--- config.mk ---
export PLATFORM = sky130hd
export DESIGN_NAME = spi_slave_if
export DESIGN_NICKNAME = d
export VERILOG_FILES = /design/src/rtl/spi_slave_if.sv
export SDC_FILE = /design/constraint.sdc
export NUM_CORES = 1
export LEC_CHECK = 0
export ABC_AREA = 1
export ABC_CLOCK_PERIOD_IN_PS = 3100
export CAP_MARGIN = 10
export CORE_ASPECT_RATIO = 1.75
export CORE_MARGIN = 4
export CORE_UTILIZATION = 50
export CTS_BUF_LIST = sky130_fd_sc_hd__clkbuf_8 sky130_fd_sc_hd__clkbuf_16
export DETAILED_ROUTE_END_ITERATION = 8
export PLACE_DENSITY = 0.74
export SLEW_MARGIN = 10
export SYNTH_ARGS = -nofsm -noshare
export SYNTH_HDL_FRONTEND = slang
export SYNTH_SLANG_ARGS = --single-unit
--- constraint.sdc ---
create_clock -name clk -period 3.1 [get_ports clk]
set_clock_uncertainty 0.15 [all_clocks]
set_input_delay 0.465 -clock clk [delete_from_list [all_inputs] [get_ports clk]]
set_output_delay 0.465 -clock clk [all_outputs]
set_load 0.01 [all_outputs]
--- src/rtl/spi_slave_if.sv ---
// SPI slave front end: deserialises one FRAME_W-bit MOSI frame per ss_n assertion
// and serialises a DATA_W-bit read reply on MISO. One bit per clk cycle.
module spi_slave_if #(
  parameter int DATA_W = 8
) (
  input  logic                clk,
  input  logic                rst,
  input  logic                ss_n,
  input  logic                MOSI,
  output logic                MISO,
  output logic                valid_MISO,
  output logic                sready,
  output logic [DATA_W+1:0]   rx_data,
  output logic                rx_valid,
  input  logic [DATA_W-1:0]   tx_data,
  input  logic                tx_valid
);
  localparam int FRAME_W = DATA_W + 2;
  localparam int CW      = $clog2(FRAME_W);

  typedef enum logic [2:0] {
    IDLE, CHK_CMD, WRITE, READ_ADD, READ_DATA, WAIT_TX, SEND, WAIT_SS
  } state_t;

  state_t              state;
  logic [CW-1:0]       cnt;
  logic [FRAME_W-2:0]  sh;
  logic [DATA_W-1:0]   tx_sh;
  logic                rd_addr_flag;

  always_ff @(posedge clk) begin
    if (rst) begin
      state        <= IDLE;
      cnt          <= '0;
      sh           <= '0;
      tx_sh        <= '0;
      rd_addr_flag <= 1'b0;
      MISO         <= 1'b0;
      valid_MISO   <= 1'b0;
      sready       <= 1'b1;
      rx_data      <= '0;
      rx_valid     <= 1'b0;
    end else begin
      rx_valid <= 1'b0;
      if (ss_n && state != IDLE && state != WAIT_SS) begin
        // Master dropped select mid-transaction: discard partial frame / reply.
        state      <= IDLE;
        sready     <= 1'b1;
        MISO       <= 1'b0;
        valid_MISO <= 1'b0;
      end else begin
        case (state)
          IDLE: begin
            if (!ss_n) begin
              state  <= CHK_CMD;
              sready <= 1'b0;
            end
          end
          CHK_CMD: begin
            sh  <= {sh[FRAME_W-3:0], MOSI};
            cnt <= '0;
            if (!MOSI)             state <= WRITE;
            else if (rd_addr_flag) state <= READ_DATA;
            else                   state <= READ_ADD;
          end
          WRITE, READ_ADD, READ_DATA: begin
            sh  <= {sh[FRAME_W-3:0], MOSI};
            cnt <= cnt + CW'(1);
            if (cnt == CW'(DATA_W)) begin
              rx_data  <= {sh, MOSI};
              rx_valid <= 1'b1;
              cnt      <= '0;
              if (state == READ_DATA) state <= WAIT_TX;
              else                    state <= WAIT_SS;
              if (state == READ_ADD)  rd_addr_flag <= 1'b1;
            end
          end
          WAIT_TX: begin
            if (tx_valid) begin
              // MSB goes out with the latch so MISO is valid on every SEND cycle.
              MISO       <= tx_data[DATA_W-1];
              valid_MISO <= 1'b1;
              tx_sh      <= {tx_data[DATA_W-2:0], 1'b0};
              cnt        <= '0;
              state      <= SEND;
            end
          end
          SEND: begin
            cnt <= cnt + CW'(1);
            if (cnt == CW'(DATA_W-1)) begin
              MISO         <= 1'b0;
              valid_MISO   <= 1'b0;
              rd_addr_flag <= 1'b0;
              state        <= WAIT_SS;
            end else begin
              MISO  <= tx_sh[DATA_W-1];
              tx_sh <= {tx_sh[DATA_W-2:0], 1'b0};
            end
          end
          WAIT_SS: begin
            if (ss_n) begin
              state  <= IDLE;
              sready <= 1'b1;
            end
          end
          default: begin
            state  <= IDLE;
            sready <= 1'b1;
          end
        endcase
      end
    end
  end
endmodule

==> PnR_summary.wiki <==
{| class="wikitable"
! Metric !! Value
|-
| Result of the run || finished clean
|-
| Initial antenna violation count || 0
|-
| Worst rel slew slack || 62.44%
|-
| CTS clock-pin slew for the worst setup and hold paths || 0.07 ns
|-
| P per Cell Area || 703.3 nW/µm²
|-
| Critical path class || flop to flop
|-
| Worst EP arrival || 2.07 ns
|-
| Resized cells post-CTS || 0
|-
| Vias per std cell || 4.988
|-
| Sequence of cells on the critical path || nand2_1 > nand2_1 > nor2_2 > nand3_2 > clkinv_1 > nor2_1 > nor2_1
|-
| Reg2Reg Launch Point || state[2]
|-
| Post-synthesis instance area || 1831 µm²
|-
| Final GP Congestion || 0.8218
|-
| Number of levels the H-tree was split into || 2
|-
| Clock Path Buffers || 2
|-
| Min-Delay Path Depth || 2
|-
| Global routing usage summed across all routing layers || 19.57%
|-
| Register-to-Register Setup Slack || 1.05 ns
|-
| Max incr delay on CP || 0.68 ns
|-
| Gate count of the mapped netlist || 257
|-
| Routed length per placed instance || 11.65 µm
|-
| Share of post-route cells with drive strength above 1 || 8.511%
|-
| Initial Util || 52.78%
|-
| I/O pin cnt || 27
|-
| Count of buffers inserted at the top-level ports || 26
|-
| DR iter-0 viols || 26
|-
| Sequential cell area || 760.7 µm²
|-
| Ant. Diodes || 0
|-
| Setup slack of the critical path after layout || 1.047 ns
|-
| Post-cts hold buffer count || 0
|-
| Share of the yosys chip area belonging to registers || 41.56%
|-
| Final Max Tran Viols || 0
|-
| Combinational fraction of design power || 33.3%
|-
| Worst min-delay path category || flop to flop
|-
| Worst Hold End || sh[8]
|-
| Crit Reg-Reg Endpoint || rx_data[8]
|-
| Worst vdd ir || 0.0005210 V
|-
| Total vias in the final route || 1631
|-
| Final critical path time including I/O delays and setup || 2.053 ns
|-
| Final routed DRC violation total || 0
|-
| Final hold violations || 0
|-
| Total Power Consumption || 1.528 mW
|-
| Hold Path Origin || sh[8]
|-
| Fraction of the core area covered by cells at the end of the flow || 62.66%
|-
| Most used cells in the layout excluding fill and tap cells || 50 x sky130_fd_sc_hd__nand2_1, 45 x sky130_fd_sc_hd__nor2_1, 38 x sky130_fd_sc_hd__dfxtp_1
|-
| Clock buffers created by TritonCTS || 5
|-
| Clock insertion delay at the later pin of the skew report || 0.28 ns
|-
| X dimension of the die || 53.74 µm
|-
| Sequential fraction of design power || 46.6%
|-
| Relative contribution of the clock network to total power || 20.0%
|-
| Final net count || 297
|-
| Internal || 960.6 µW
|-
| Area inside the core boundary || 3468 µm²
|-
| Clock tree from TritonCTS || yes
|-
| Filler instances || 313
|-
| Number of max-cap violations || 0
|-
| Upper clock frequency limit || 487.2 MHz
|-
| CP startpoint kind || flop
|-
| Category of the worst setup path capture point || flop
|-
| Slowest-stage cell, CP || sky130_fd_sc_hd__dfxtp_1
|-
| Multi-input combinational cell area || 889.6 µm²
|-
| Worst-Margin Slew || 0.5627 ns
|-
| Post-DP HPWL || 2.876 mm
|-
| Flip-flop and latch count after synthesis || 38
|-
| Growth of design area from synthesis to finish || 18.73%
|-
| Data required time at the worst endpoint || 3.12 ns
|-
| Max Fanout on Critical Path || 11
|-
| R2R cell count || 7
|-
| Fin crit share || 66.21%
|-
| Largest net degree at the start of global routing || 19
|-
| Post-CTS setup buffer count || 0
|-
| Count of final setup violators || 0
|-
| Overall die area || 4731 µm²
|-
| GRT overflow || 0
|-
| Antenna Violating Nets Remaining || 0
|-
| Number of library cell types mapped by synthesis || 29
|-
| Post-Route Setup TNS || 0 ns
|-
| Sw Pwr || 567.8 µW
|-
| Total leakage power || 0.9325 nW
|-
| Clock root buffer || sky130_fd_sc_hd__clkbuf_8
|-
| Initial DRT Pass Iterations || 4
|-
| Most common cell after layout, fill and taps aside || sky130_fd_sc_hd__nand2_1
|-
| Number of sinks handled by clock tree synthesis || 38
|-
| Synth warn || 0
|-
| Total nets after synthesis || 272
|-
| Sum of routed wire length over all layers || 3.810 mm
|-
| Vias in the first global route || 1620
|-
| Switching share of total power || 37.15%
|-
| Setup repair after global routing missed its margin || no
|-
| Placement Setup Slack || 0.9376 ns
|-
| Row count || 28
|-
| Height of the die || 88.04 µm
|-
| Global-route wire length before repair || 6.927 mm
|-
| Mean instance size in the synthesized netlist || 7.123 µm²
|}
[worst max-delay path, delay by kind of cell (launching register included)]
family                 cells  cell delay (ns)
AND/OR/NAND/NOR            6             0.84
flip-flops                 1             0.68
buffers and inverters      1             0.27
[registers in the layout, summed over array words and instances (netlist names)]
signal,count
cnt,4
rx_data,10
sready,1
MISO,1
valid_MISO,1
sh,9
state,3
tx_sh,7
rx_valid,1
rd_addr_flag,1
[synthesized netlist by cell type (all sizes together)]
cell type,instances,area (µm²)
o211ai,1,7.510
xor2,1,8.760
nand4,4,25.02
clkbuf,3,12.51
a21boi,1,7.510
nor2,49,203.9
nand3,16,142.6
clkinv,1,3.750
dfxtp,38,760.7
buf,6,45.04
a31oi,1,6.260
o21ai,31,155.1
nand2,54,217.7
nor3,1,5.000
inv,31,118.9
a21oi,17,85.08
ha,2,25.02
[per-stage QoR]
stage	area [µm²]	hold slack (ns)	std cells
detailed placement	2097	0.3005	320
floorplan	1831	0.2705	257
CTS	2173	0.3116	327
global route	2173	0.3326	327
finish	2173	0.3077	327
global placement	2097	0.2925	320
[metal layers]
metal  share of wire, %  vias up  global-route usage [%]
li1                   -      862                       -
met1                 40      739                   20.82
met2                 55       23                   35.43
met3                2.5        7                   4.600
met5                  0        -                       0
met4                1.7        0                   7.674
[area by class of cell]
type,count,area share [%]
multi-input combinational,178,40.93
tap,45,2.591
timing repair buffer,27,12.32
clock buffer,5,3.166
inverter,32,5.642
clock inverter,2,0.3454
sequential,38,35.00
[cells by family after synthesis]
logic type / after synthesis / share of synthesized area [%]
XOR/XNOR: 1 / 0.4786
AO/OA/AOI/OAI: 51 / 14.29
flip-flops: 38 / 41.56
buffers and inverters: 41 / 9.842
adder cells (fa/ha/maj): 2 / 1.367
AND/OR/NAND/NOR: 124 / 32.47
[worst max path at each step]
stage                      end  cells after the start     start
floorplan           rx_data[0]                      8  state[1]
global placement    rx_data[3]                      6      ss_n
detailed placement  rx_data[8]                      6      ss_n
CTS                 rx_data[8]                      7  state[2]
global route        rx_data[8]                      7  state[2]
finish              rx_data[8]                      7  state[2]
[power groups by stage]
stage	Clock [mW]	Sequential (mW)	Combinational, mW
2_1_floorplan	0	0.693	0.392
3_3_place_gp	0	0.725	0.501
3_5_place_dp	0	0.723	0.513
4_1_cts	0.316	0.713	0.516
5_1_grt	0.340	0.727	0.599
6_report	0.306	0.713	0.510
(Power assumes the default switching activity.)
